[src/rtl/rr_decode_arbiter_if.sv]
// Request/grant bundle between 8 requesters and the round-robin arbiter.
// "release" is a reserved word in SystemVerilog, so the owner's done strobe is owner_release.
interface rr_decode_arbiter_if;
  logic [7:0] req;
  logic       owner_release;
  logic [7:0] grant;
  logic [2:0] grant_idx;
  logic       grant_valid;
  logic       timeout;

  modport master (
    output req, owner_release,
    input  grant, grant_idx, grant_valid, timeout
  );

  modport slave (
    input  req, owner_release,
    output grant, grant_idx, grant_valid, timeout
  );
endinterface

[src/rtl/rr_decode_arbiter.sv]
// 8-way round-robin arbiter with index + one-hot grant and optional hold limit.
// Request to grant in one cycle; every grant end is followed by at least one idle cycle.
module rr_decode_arbiter #(
  parameter int unsigned MAX_HOLD = 16
) (
  input logic               clk,
  input logic               rst,
  rr_decode_arbiter_if.slave bus
);

  typedef enum logic {IDLE, BUSY} state_t;

  state_t     state_q, state_d;
  logic [2:0] ptr_q, ptr_d;
  logic [2:0] idx_q, idx_d;
  logic [7:0] hold_cnt_q, hold_cnt_d;
  logic [7:0] grant_q, grant_d;
  logic       valid_q, valid_d;
  logic       timeout_q, timeout_d;

  logic       pick_vld;
  logic [2:0] pick_idx;
  logic       own_req;
  logic       hold_hit;
  logic       grant_end;

  function automatic logic [7:0] dec3to8(input logic [2:0] idx);
    dec3to8 = 8'b1 << idx;
  endfunction

  // Descending scan so the lowest offset from ptr wins.
  always_comb begin
    pick_vld = 1'b0;
    pick_idx = ptr_q;
    for (int i = 7; i >= 0; i--) begin
      if (bus.req[ptr_q + 3'(i)]) begin
        pick_vld = 1'b1;
        pick_idx = ptr_q + 3'(i);
      end
    end
  end

  assign own_req   = bus.req[idx_q];
  assign hold_hit  = (MAX_HOLD != 0) && (hold_cnt_q == 8'(MAX_HOLD));
  assign grant_end = bus.owner_release || !own_req || hold_hit;

  always_ff @(posedge clk) begin
    if (rst) begin
      state_q <= IDLE;
    end else begin
      state_q <= state_d;
    end
  end

  always_comb begin
    state_d = state_q;
    case (state_q)
      IDLE:    if (pick_vld)  state_d = BUSY;
      BUSY:    if (grant_end) state_d = IDLE;
      default: state_d = IDLE;
    endcase
  end

  always_comb begin
    idx_d      = idx_q;
    ptr_d      = ptr_q;
    hold_cnt_d = hold_cnt_q;
    timeout_d  = 1'b0;
    case (state_q)
      IDLE: begin
        if (pick_vld) begin
          idx_d      = pick_idx;
          hold_cnt_d = 8'd1;
        end
      end
      BUSY: begin
        if (grant_end) begin
          ptr_d     = idx_q + 3'd1;
          timeout_d = hold_hit && own_req && !bus.owner_release;
        end else if (hold_cnt_q != 8'hFF) begin
          hold_cnt_d = hold_cnt_q + 8'd1;
        end
      end
      default: ;
    endcase
    valid_d = (state_d == BUSY);
    grant_d = valid_d ? dec3to8(idx_d) : 8'h00;
  end

  always_ff @(posedge clk) begin
    if (rst) begin
      ptr_q      <= 3'd0;
      idx_q      <= 3'd0;
      hold_cnt_q <= 8'd0;
      grant_q    <= 8'h00;
      valid_q    <= 1'b0;
      timeout_q  <= 1'b0;
    end else begin
      ptr_q      <= ptr_d;
      idx_q      <= idx_d;
      hold_cnt_q <= hold_cnt_d;
      grant_q    <= grant_d;
      valid_q    <= valid_d;
      timeout_q  <= timeout_d;
    end
  end

  assign bus.grant       = grant_q;
  assign bus.grant_idx   = idx_q;
  assign bus.grant_valid = valid_q;
  assign bus.timeout     = timeout_q;

endmodule

[src/flat_wrapper.sv]
// flat-port wrapper written by rule: the top's interface ports become plain ports
module rr_decode_arbiter_flat 
#(
  parameter int unsigned MAX_HOLD = 16
)
  (clk, rst, bus_req, bus_owner_release, bus_grant, bus_grant_idx, bus_grant_valid, bus_timeout);
  rr_decode_arbiter_if bus_i ();
  input logic clk;
  input logic rst;
  input wire logic [$bits(bus_i.req)-1:0] bus_req;
  input wire logic [$bits(bus_i.owner_release)-1:0] bus_owner_release;
  output wire logic [$bits(bus_i.grant)-1:0] bus_grant;
  output wire logic [$bits(bus_i.grant_idx)-1:0] bus_grant_idx;
  output wire logic [$bits(bus_i.grant_valid)-1:0] bus_grant_valid;
  output wire logic [$bits(bus_i.timeout)-1:0] bus_timeout;
  assign bus_i.req = bus_req;
  assign bus_i.owner_release = bus_owner_release;
  assign bus_grant = bus_i.grant;
  assign bus_grant_idx = bus_i.grant_idx;
  assign bus_grant_valid = bus_i.grant_valid;
  assign bus_timeout = bus_i.timeout;
  rr_decode_arbiter #(.MAX_HOLD(MAX_HOLD)) u_core (.clk(clk), .rst(rst), .bus(bus_i));
endmodule
[config.mk]
export PLATFORM = sky130hd
export DESIGN_NAME = rr_decode_arbiter_flat
export DESIGN_NICKNAME = d
export VERILOG_FILES = /design/src/rtl/rr_decode_arbiter_if.sv /design/src/rtl/rr_decode_arbiter.sv /design/src/flat_wrapper.sv
export SDC_FILE = /design/constraint.sdc
export NUM_CORES = 1
export LEC_CHECK = 0
export BUFFER_PORTS_ARGS = -buffer_cell sky130_fd_sc_hd__buf_2
export CORE_AREA = 5 5 83 85
export CTS_CLUSTER_SIZE = 20
export DETAILED_ROUTE_END_ITERATION = 6
export DIE_AREA = 0 0 88 90
export PLACE_DENSITY = 0.5
export SLEW_MARGIN = 40
export SYNTH_ARGS = -nofsm -noshare
export SYNTH_HDL_FRONTEND = slang
export SYNTH_SLANG_ARGS = --single-unit
export TNS_END_PERCENT = 100
[constraint.sdc]
create_clock -name clk -period 3.1 [get_ports clk]
set_clock_uncertainty 0.05 [all_clocks]
set_input_delay 0.93 -clock clk [delete_from_list [all_inputs] [get_ports clk]]
set_output_delay 0.93 -clock clk [all_outputs]
set_load 0.03 [all_outputs]
# == Word level (Yosys, flattened, before mapping) ==
# Cells that the tools add are included.
# classes
n_reduce_logical,10
eq_ne,5
add_sub_neg,9
shifts,1
bitwise,3
mux,43
magnitude_cmp,9
# op_table
operator,n
$lt 3x4->1 const B,9
$mux 3,10
$bmux 1 s3,9
$mux 8,3
$mux 1,19
$pmux 8 s2,1
$add 3x3->3 const B,4
$add 8x1->8 const B,1
$eq 8x5->1 const B,1
$ne 8x8->1 const B,1
$shl 1x3->8 const A,1
$add 3x1->3 const B,2
$add 3x2->3 const B,2
$ne 2x2->1 const B,2
$not 1->1,3
$reduce_and 3->1,1
$reduce_or 3->1,1
$logic_and 1x1->1,2
$logic_not 1->1,2
$logic_or 1x1->1,2
$ne 2x1->1 const B,1
$pmux 1 s2,1
$reduce_and 2->1,1
$reduce_or 2->1,1
# totals
input_bits,11
reg_bits,24
out_inout_bits,13
elab_cells,86

# == Longest topological paths before layout ==
# depth
word_depth,15
depth_mapped,14
mapped_depth_nobuf,10

# == Least setup slack after synthesis ==
# OpenSTA, ideal clock, no wires.
# synth_timing
kind,flip-flop to flip-flop
from,register u_core.ptr_q[1]
to,"register u_core.grant_q[1], in the netlist u_core.bus.grant[1]"
n_path_buf,4
setup_ns,0.074
slack_ns,0.042
synth_period_minus_slack_ns,3.058
t_required_ns,2.976
path_stages_with_launch,15
arrival_time_ns,2.934
cell_sequence,dfxtp_1 > buf_6 > buf_6 > inv_1 > ha_1 > buf_2 > buf_4 > mux4_2 > mux2_4 > nor2_4 > and3_1 > a311oi_2 > a2111oi_4 > a2bb2oi_4 > nor3b_2
# synth_via
elab_chain_cells,15
word_cells_on_any_way,46
classes_between,7 x add/sub; 1 x shift; 36 x mux; 1 x bitwise; 1 x reduce/logical
# synth_rtl
item,line,text
start: declaration,rr_decode_arbiter.sv:14,"logic [2:0] ptr_q, ptr_d;"
start signal: assignment,rr_decode_arbiter.sv:99,ptr_q <= ptr_d;
$add 3x3->3,"rr_decode_arbiter.sv:36, rr_decode_arbiter.sv:38",
$bmux 1 s3,rr_decode_arbiter.sv:36,if (bus.req[ptr_q + 3'(i)]) begin
$mux 1 (not written as such),rr_decode_arbiter.sv:36,
$mux 1 (8 in a row),rr_decode_arbiter.sv:36,
$mux 1,rr_decode_arbiter.sv:58,IDLE: if (pick_vld) state_d = BUSY;
$pmux 1 s2,rr_decode_arbiter.sv:57,case (state_q)
$not 1->1 (no source line),--,
$reduce_or 2->1 (no source line),--,
end signal: assignment,rr_decode_arbiter.sv:102,grant_q <= grant_d;
end: declaration,rr_decode_arbiter.sv:17,"logic [7:0] grant_q, grant_d;"
# Parallel ways exist; a longest one is shown, timed or not. The select of a mux whose other input is x is not followed.
# A chain may end at the register's enable or synchronous reset.

# == Worst setup path in the final report ==
# layout_timing
from,input port bus_req[5]
to,"register u_core.grant_q[1], in the netlist u_core.bus.grant[1]"
# layout_via
elab_chain_cells,14
word_cells_on_any_way,45
classes_between,1 x shift; 39 x mux; 1 x bitwise; 4 x reduce/logical
# layout_rtl
item,line,text
start: declaration,flat_wrapper.sv:10,input wire logic [$bits(bus_i.req)-1:0] bus_req;
$bmux 1 s3,rr_decode_arbiter.sv:36,
$mux 1 (not written as such),rr_decode_arbiter.sv:36,
$mux 1 (8 in a row),rr_decode_arbiter.sv:36,
$mux 1,rr_decode_arbiter.sv:58,
$pmux 1 s2,rr_decode_arbiter.sv:57,
$not 1->1 (no source line),--,
$reduce_or 2->1 (no source line),--,
# Parallel ways exist; a longest one is shown, timed or not. The select of a mux whose other input is x is not followed.

==> impl_metrics.csv <==
group,metric,value,unit
run_status,status,"finished, final reports clean",
floorplan,placementRows,29,
sta,max-slew-margin-rel,70.6,%
hold_path,min_path_type,"flip-flop to flip-flop",
synthesis,synth_top_area_share,23.7,%
clock_tree,clk_pin_slew_worst_paths,0.08,ns
sta,setup_viol,0,
detailed_routing,dr.pass1.iters,4,
run,maxCapViolCount,0,
clock_tree,cts_buffers,3,
synthesis,yosysUniqueCellTypes,60,
synthesis,avgSynthCellArea,9.69,um^2
power,switching_share,38.0,%
layout,multi_input_area,1440,um^2
detailed_routing,drt_wl_total,5.13,mm
power,clockPowerShare,17.6,%
detailed_routing,vias,1862,
sta,rsz0062_at_grt,"no",
critical_path,end_kind,"flip-flop",
power,intPower,0.953,mW
synthesis,synth_edf_count,0,
synthesis,synth_area_leaders,"dfxtp_1 (24%), mux4_2 (12%), mux2i_1 (7.9%)",
detailed_routing,ant_nets,0,
clock_tree,insertion_delay,0.26,ns
synthesis,async_flop_share,0,%
sta,tightest_slew,0.437,ns
critical_path,critPathLaunchType,"input port",
global_route,grt_use_total,13.7,%
power,sequentialPowerShare,24.3,%
floorplan,die-area,7920,um^2
layout,drive_above_1_share,37.2,%
detailed_routing,wire_per_inst,14.8,um
sta,period_share,94.5,%
sta,min_period,2.93,ns
detailed_routing,first_iter_violations,101,
place,placed_area,2490,um^2
detailed_routing,drc,0,
synthesis,syn_area,2030,um^2
power,p_leak,1.04,nW
layout,regArea,480,um^2
global_route,grt_pass1_wl,8.90,mm
floorplan,die_x,88,um
clock_tree,cts_setup_buffers,0,
clock_tree,clk_path_buf_depth,2,
floorplan,start_util,33.0,%
power,p_comb_share,58.1,%
critical_path,path_max_fanout,9,
floorplan,dieHeight,90,um
layout,fin_nets,286,
global_route,grt_max_degree,18,
clock_tree,cts_tree,"built",
layout,syn2layout_area_growth,26.6,%
layout,mostFrequentLayoutCell,"buf_4",
synthesis,synth.yosys.seq_area_share,23.7,%
detailed_routing,viasPerCell,5.38,
critical_path,worstSetupPathType,"input port to flip-flop",
place,io_buffers,23,
place,place_hpwl,4.06,mm
sta,fmax,341,MHz
global_route,grt_pass1_vias,1830,
power,p_switching,0.583,mW
synthesis,synth_area_leader_cell,"dfxtp_1",
critical_path,crit_arrival,3.08,ns
power,ir_drop,0.279,mV
global_route,grt-ovfl-total,0,
floorplan,coreArea,6130,um^2
layout,final_cell_area,2560,um^2
clock_tree,htreeDepth,1,
layout,antenna_cells,0,
critical_path,required,3.25,ns
synthesis,synth_cells,209,
power,power_density,599,nW/um^2
place,gp_congestion,0.817,
floorplan,ios,24,
layout,nFillCells,614,
layout,final_core_util,41.8,%
sta,setup_ws,0.172,ns
synthesis,syn_nets,225,
clock_tree,clockRootBuffer,"clkbuf_8",
sta,tns,0,ns
sta,drv_slew,0,
sta,whs,0.459,ns
global_route,antenna_found_initial,0,
layout,mostFrequentLayoutCells,"buf_4 (43), dfxtp_1 (24), buf_2 (23)",
place,pre_cts_ws,-0.122,ns
sta,hold_viol_final,0,
synthesis,synth-main-ff-cell,"dfxtp_1",
synthesis,ys_seq_elements,24,
clock_tree,clock-sinks,24,
synthesis,yosysWarnings,0,
## registers in the layout, summed over array words and instances, names as in the netlist
register	flops
u_core.bus.grant_idx	3
u_core.state_q	1
u_core.bus.grant	8
u_core.ptr_q	3
u_core.hold_cnt_q	8
u_core.bus.timeout	1
## path summary, 6_finish.rpt
kind	startpoint	to	slack [ns]	cells after the start
worst max register to register	u_core.ptr_q[1]	u_core.bus.grant[1]	0.22	11
worst min register to register	u_core.hold_cnt_q[7]	u_core.hold_cnt_q[7]	0.46	2
worst max-delay path	bus_req[5]	u_core.bus.grant[1]	0.17	9
worst min-delay path	u_core.hold_cnt_q[7]	u_core.hold_cnt_q[7]	0.46	2
## power by group through the flow
| stage | clock (mW) | sequential, mW | combinational, mW |
|---|---|---|---|
| finish | 0.270 | 0.373 | 0.893 |
| global route | 0.296 | 0.380 | 0.975 |
| CTS | 0.282 | 0.374 | 0.895 |
| detailed placement | 0 | 0.381 | 0.890 |
| global placement | 0 | 0.381 | 0.895 |
| floorplan | 0 | 0.426 | 0.560 |
## worst max-delay path, stage by stage
cell	delay (ns)
buf_2	0.14
mux4_2	0.52
mux2_4	0.32
nor2_1	0.11
a221o_1	0.16
a311oi_2	0.12
a2111oi_4	0.35
a2bb2oi_4	0.26
nor3b_2	0.18
## logic make-up (layout without fill, tap and decap cells)
| family | after synthesis | count (layout) | synth area share, % |
|---|---|---|---|
| buffers and inverters | 19 | 79 | 5.19 |
| xor gates and xnor gates | 8 | 8 | 3.46 |
| adders and majority gates | 5 | 5 | 3.09 |
| DFF | 24 | 24 | 23.7 |
| muxes | 36 | 36 | 25.6 |
| AOI/OAI and AO/OA | 45 | 45 | 19.1 |
| and+or+nand+nor | 72 | 72 | 19.8 |
## metal layers
metal	track usage, %	up-vias	part of all wire, %
met5	0	-	0
met4	2.17	0	0.66
met2	21.5	37	48
li1	-	924	-
met1	19.8	893	47
met3	2.47	8	4.5
## synthesized netlist by cell type (4+ instances only)
cell type  instances
a211oi_1           5
nor2_1            15
dfxtp_1           24
xnor2_1            4
ha_1               5
nor3_1             9
mux2_2             6
mux2i_1           16
and2_1             5
a21oi_1            9
nand3_1            7
inv_1              9
mux4_2            11
nand2_1           12
xor2_1             4
## cell type report
| class | count | area share, % |
|---|---|---|
| tap | 77 | 3.76 |
| inverter | 9 | 1.32 |
| multi-input combinational | 166 | 56.3 |
| clock buffer | 3 | 1.61 |
| timing repair buffer | 66 | 17.1 |
| clock inverter | 1 | 1.17 |
| sequential | 24 | 18.7 |
## metrics by stage
step	cells	power (mW)
final	346	1.54
after global routing	346	1.65
after CTS	346	1.55
after detailed placement	342	1.27
after global placement	342	1.28
after floorplan	209	0.986
## repair_timing
| action | 4_1_cts | 5_1_grt |
|---|---|---|
| hold buffers | 0 | 0 |
| endpoints found under the setup margin | 0 | 2 |
| gates resized for setup | 0 | 1 |
(Power assumes the default switching activity.)
